File: config.mk
export PLATFORM = sky130hd
export DESIGN_NAME = inst_mem_loader
export DESIGN_NICKNAME = d
export VERILOG_FILES = /design/src/rtl/loader_pkg.sv /design/src/rtl/byte_packer.sv /design/src/rtl/inst_mem_loader.sv
export SDC_FILE = /design/constraint.sdc
export NUM_CORES = 1
export LEC_CHECK = 0
export CAP_MARGIN = 20
export CELL_PAD_IN_SITES_DETAIL_PLACEMENT = 0
export CELL_PAD_IN_SITES_GLOBAL_PLACEMENT = 1
export CORE_ASPECT_RATIO = 1.25
export CORE_MARGIN = 2
export CORE_UTILIZATION = 30
export DETAILED_ROUTE_END_ITERATION = 16
export DONT_BUFFER_PORTS = 1
export GPL_ROUTABILITY_DRIVEN = 0
export PLACE_DENSITY = 0.57
export SYNTH_ARGS = -nofsm -noshare
export SYNTH_HDL_FRONTEND = slang
export SYNTH_SLANG_ARGS = --single-unit
File: constraint.sdc
create_clock -name clk -period 2.2 [get_ports clk]
set_input_delay 0.33 -clock clk [delete_from_list [all_inputs] [get_ports clk]]
set_output_delay 0.33 -clock clk [all_outputs]
set_load 0.05 [all_outputs]
File: src/rtl/loader_pkg.sv
// loader_pkg: shared state encoding and word type for the instruction memory loader
package loader_pkg;
  typedef enum logic [2:0] {IDLE, HDR0, HDR1, DATA, WRITE, FIN} loader_state_t;
  localparam int WORD_BYTES = 4;
  typedef logic [31:0] word_t;
endpackage

File: src/rtl/byte_packer.sv
// byte_packer: shifts stream bytes little-endian into a 32-bit word; full marks the lane that completes it
module byte_packer
  import loader_pkg::*;
(
  input  logic       clk,
  input  logic       rst,
  input  logic       clr,
  input  logic       en,
  input  logic [7:0] din,
  output word_t      word,
  output logic       full
);
  logic [1:0] cnt;
  assign full = cnt == 2'(WORD_BYTES - 1);
  // right shift so the first byte of a word ends up in bits [7:0]
  always_ff @(posedge clk or posedge rst)
    if (rst) begin
      cnt  <= '0;
      word <= '0;
    end else if (clr) begin
      cnt  <= '0;
      word <= '0;
    end else if (en) begin
      cnt  <= cnt + 2'd1;
      word <= {din, word[31:8]};
    end
endmodule

File: src/rtl/inst_mem_loader.sv
// inst_mem_loader: boot-time byte stream to instruction memory writer with a 16-bit word count header
module inst_mem_loader
  import loader_pkg::*;
#(
  parameter int DEPTH = 256
) (
  input  logic        clk,
  input  logic        rst,
  input  logic        start,
  input  logic        byte_valid,
  input  logic [7:0]  byte_data,
  output logic        byte_ready,
  output logic        we,
  output logic [31:0] waddr,
  output logic [31:0] wdata,
  output logic        busy,
  output logic        done,
  output logic        err
);
  localparam logic [15:0] DEPTH_W = 16'(DEPTH);
  loader_state_t state, state_n;
  logic [15:0] n, idx, hdr, idx_inc;
  logic xfer, take, full;
  word_t word;
  assign byte_ready = state inside {HDR0, HDR1, DATA};
  assign busy       = state != IDLE;
  assign xfer       = byte_valid && byte_ready;
  assign take       = start && state == IDLE;
  assign hdr        = {byte_data, n[7:0]};
  assign idx_inc    = idx + 16'd1;
  assign we         = state == WRITE;
  assign waddr      = we ? {14'd0, idx, 2'b00} : '0;
  assign wdata      = we ? word : '0;
  byte_packer u_packer (
    .clk  (clk),
    .rst  (rst),
    .clr  (take),
    .en   (xfer && state == DATA),
    .din  (byte_data),
    .word (word),
    .full (full)
  );
  always_comb begin
    state_n = state;
    case (state)
      IDLE:    state_n = start ? HDR0 : IDLE;
      HDR0:    state_n = xfer ? HDR1 : HDR0;
      HDR1:    if (xfer) state_n = hdr == 16'd0 ? FIN : (hdr > DEPTH_W ? IDLE : DATA);
      DATA:    state_n = xfer && full ? WRITE : DATA;
      WRITE:   state_n = idx_inc == n ? FIN : DATA;
      FIN:     state_n = IDLE;
      default: state_n = IDLE;
    endcase
  end
  always_ff @(posedge clk or posedge rst)
    if (rst) begin
      state <= IDLE;
      n     <= '0;
      idx   <= '0;
      done  <= 1'b0;
      err   <= 1'b0;
    end else begin
      state <= state_n;
      if (take) begin
        idx  <= '0;
        done <= 1'b0;
        err  <= 1'b0;
      end
      if (state == HDR0 && xfer) n[7:0] <= byte_data;
      if (state == HDR1 && xfer) begin
        n[15:8] <= byte_data;
        if (hdr > DEPTH_W) err <= 1'b1;
      end
      if (state == WRITE) idx <= idx_inc;
      if (state == FIN) done <= 1'b1;
    end
endmodule
==> qor.csv <==
stage,metric,value,unit
route,drt_iter0_markers,178,
floorplanning,fp-row-count,46,
yosys,yosys-top-cells-count,"dfrtp_1 (71), and3_1 (51), a22o_1 (34)",
yosys,synth-seq-cells,71,
timing,maxSlewViolCount,0,
setup_path,crit_required,2.47,ns
floorplanning,core_area,12700,sq um
final_layout,nets,481,
timing,fmax,0.467,GHz
route,ant_nets,0,
clock_network,numCtsBuffers,9,
pwr,combPwrFrac,27.7,%
yosys,synth_top_cells_by_area,"dfrtp_1 (46%), and3_1 (8.3%), a22o_1 (7.7%)",
setup_path,setup.worst_path.end_class,flip-flop,
yosys,synth_warnings,0,
setup_path,worst_ep_arrival_time,2.41,ns
pwr,pwr_density_cell,889,nW/um^2
timing,setup_ws,0.0609,ns
pwr,ir_worst_vdd,0.464,mV
grt,grt_pass1_vias,3130,
setup_path,cp_cell_sequence,ha_2 > and2_4 > o21ai_1 > a31oi_1 > a311o_1 > or4_4 > nor4b_4 > a21o_1,
yosys,synth_cell_type_count,51,
timing,clock-skew-final,0.00549,ns
timing,rsz0062_at_grt,yes,
floorplanning,ios,81,
floorplanning,die_x,106,um
final_layout,drive_gt1_share,29.2,%
setup_path,path_class,flip-flop to flip-flop,
pwr,pwr-share-seq,40.1,%
clock_network,cts_tree,yes,
timing,hold_viol,0,
yosys,synthCells,401,
setup_path,slowest_stage,or4_4,
grt,grt_max_degree,54,
job,maxCapViolations,0,
yosys,netlist.area_leader.share,46.0,%
timing,min_period,2.14,ns
final_layout,antennaDiodeCount,0,
placed_design,pre_cts_ws,-0.0885,ns
placed_design,port_buffers,0,
route,routed_wirelength,10600,um
route,vias,3224,
pwr,leakage,0.00256,uW
grt,overflow,0,
route,remaining_drc_errors,0,
yosys,seq_area_frac_synth,46.0,%
floorplanning,dieArea,13800,sq um
pwr,power_frac_clock,32.2,%
grt,grt_util_all_layers,15.6,%
timing,max_slew.worst_pin.slew,0.618,ns
final_layout,syn2layout_area_growth,43.1,%
clock_network,clock_path_buffers,2,
clock_network,clockRootBuffer,clkbuf_16,
yosys,synth-edff-count,0,
grt,grt_pass1_wl,16800,um
clock_network,cts.sinks,71,
pwr,internal_power,3200,uW
yosys,ys.flop_type,dfrtp_1,
clock_network,cts_htree_levels,3,
yosys,syn_area,3860,sq um
route,firstDrtPassIters,4,
timing,slew_headroom,58.8,%
clock_network,path_clk_slew,0.06,ns
timing,setup_viol,0,
outcome,status,completed,
worst_hold_path,hp-class,primary input to flip-flop,
route,via_per_inst,5.04,
pwr,switching_share,34.9,%
floorplanning,start_util,30.5,%
timing,finalCritPeriodShare,97.2,%
floorplanning,die_y,131,um
setup_path,crit_path_max_fanout,4,
yosys,synth_area_leader_cell,dfrtp_1,
setup_path,cp-start-kind,flip-flop,
yosys,yosysMostFrequentCell,dfrtp_1,
clock_network,clock_latency,0.34,ns
route,routedWlPerCell,16.5,um
timing,hold_ws,0.117,ns
yosys,ys_async_sr_fraction,100,%
pwr,p_sw,1710,uW
grt,antenna_found_initial,0,
setup_path,max_stage_delay,0.43,ns
yosys,synth.avg_cell_area,9.64,sq um
placed_design,place_hpwl,7580,um
## flip-flops by register name (all words and copies together), names as in the netlist
| register | flops |
|---|---|
| done | 1 |
| err | 1 |
| idx | 16 |
| n | 16 |
| state | 3 |
| u_packer.cnt | 2 |
| u_packer.word | 32 |
## power groups by stage
stage	registers, uW	logic [uW]	clock network, uW
2_1_floorplan	1870	1070	0
3_3_place_gp	1980	1320	0
3_5_place_dp	1980	1340	0
4_1_cts	1970	1360	1610
5_1_grt	2020	1490	1650
6_report	1970	1360	1580
## cell type report
cell class / instances / area [sq um]
Clock inverter: 7 / 96.3
Clock buffer: 9 / 225
Timing Repair Buffer: 86 / 1250
Multi-Input combinational cell: 291 / 1940
Sequential cell: 71 / 1780
Fill cell: 1226 / 7130
Tap cell: 168 / 210
Inverter: 8 / 30.0
## metrics by stage
step	TNS (ns)	utilization [%]	instances	instance area, sq um	total power [uW]
3_5_place_dp	-0.155	40.6	623	5140	3320
6_report	0	43.7	640	5530	4920
4_1_cts	0	43.4	640	5500	4940
5_1_grt	-0.0171	43.7	640	5530	5160
3_3_place_gp	-0.129	40.6	623	5140	3300
2_1_floorplan	-0.0313	-	416	3920	2930
## routing by layer
layer / share of wire, % / vias up / wire length (um) / GRT usage (%)
li1: - / 1549 / - / -
met1: 45 / 1587 / 4770 / 19.4
met2: 49 / 74 / 5140 / 26.5
met3: 4.3 / 14 / 459 / 3.37
met4: 1.8 / 0 / 190 / 6.50
met5: 0 / - / 0 / 0
## kinds of logic after synthesis
group	synth area share [%]
fa+ha+maj	0.647
compound gates	17.6
xor+xnor	4.76
other cells	0.0970
buf+inv	6.86
simple gates	19.4
flops	46.0
mux	4.66
## cells in the final DEF, fill, tap and decap left out, types with 3 or more instances in the layout
| cell | count |
|---|---|
| a22o_1 | 34 |
| clkbuf_16 | 9 |
| dfrtp_1 | 68 |
| nor3_1 | 3 |
| nor4_1 | 4 |
| nand3_1 | 6 |
| xor2_1 | 12 |
| o31ai_1 | 3 |
| buf_12 | 48 |
| a21oi_1 | 7 |
| dfrtp_2 | 3 |
| and3_1 | 49 |
| o21ai_0 | 29 |
| conb_1 | 16 |
| xnor2_1 | 9 |
| inv_1 | 7 |
| buf_4 | 36 |
| nand2_1 | 29 |
| mux2_2 | 16 |
| nor2_1 | 24 |
## worst paths after layout
kind,cells past startpoint,startpoint,slack [ns],endpoint
hold / removal,2,byte_data[0],0.12,n[8]
setup / recovery,8,idx[1],0.06,state[2]
min in group asynchronous,2,rst,0.53,err
max in group asynchronous,3,rst,0.99,idx[4]
setup reg to reg,8,idx[1],0.06,state[2]
hold reg to reg,1,u_packer.word[2],0.50,u_packer.word[2]
## critical path, delay by kind of cell, from the launching register on
family	cells	cell delay (ns)
flops	1	0.38
compound gates	4	0.64
simple gates	3	0.84
fa+ha+maj	1	0.21
## what timing repair did
action                                  CTS  global route
gates resized for setup                   7            10
hold endpoints to repair                 24             0
hold buffers                              1             0
endpoints found under the setup margin    2             2
pin swaps                                 4             5
setup buffers                             0             0
(Power assumes the default switching activity.)
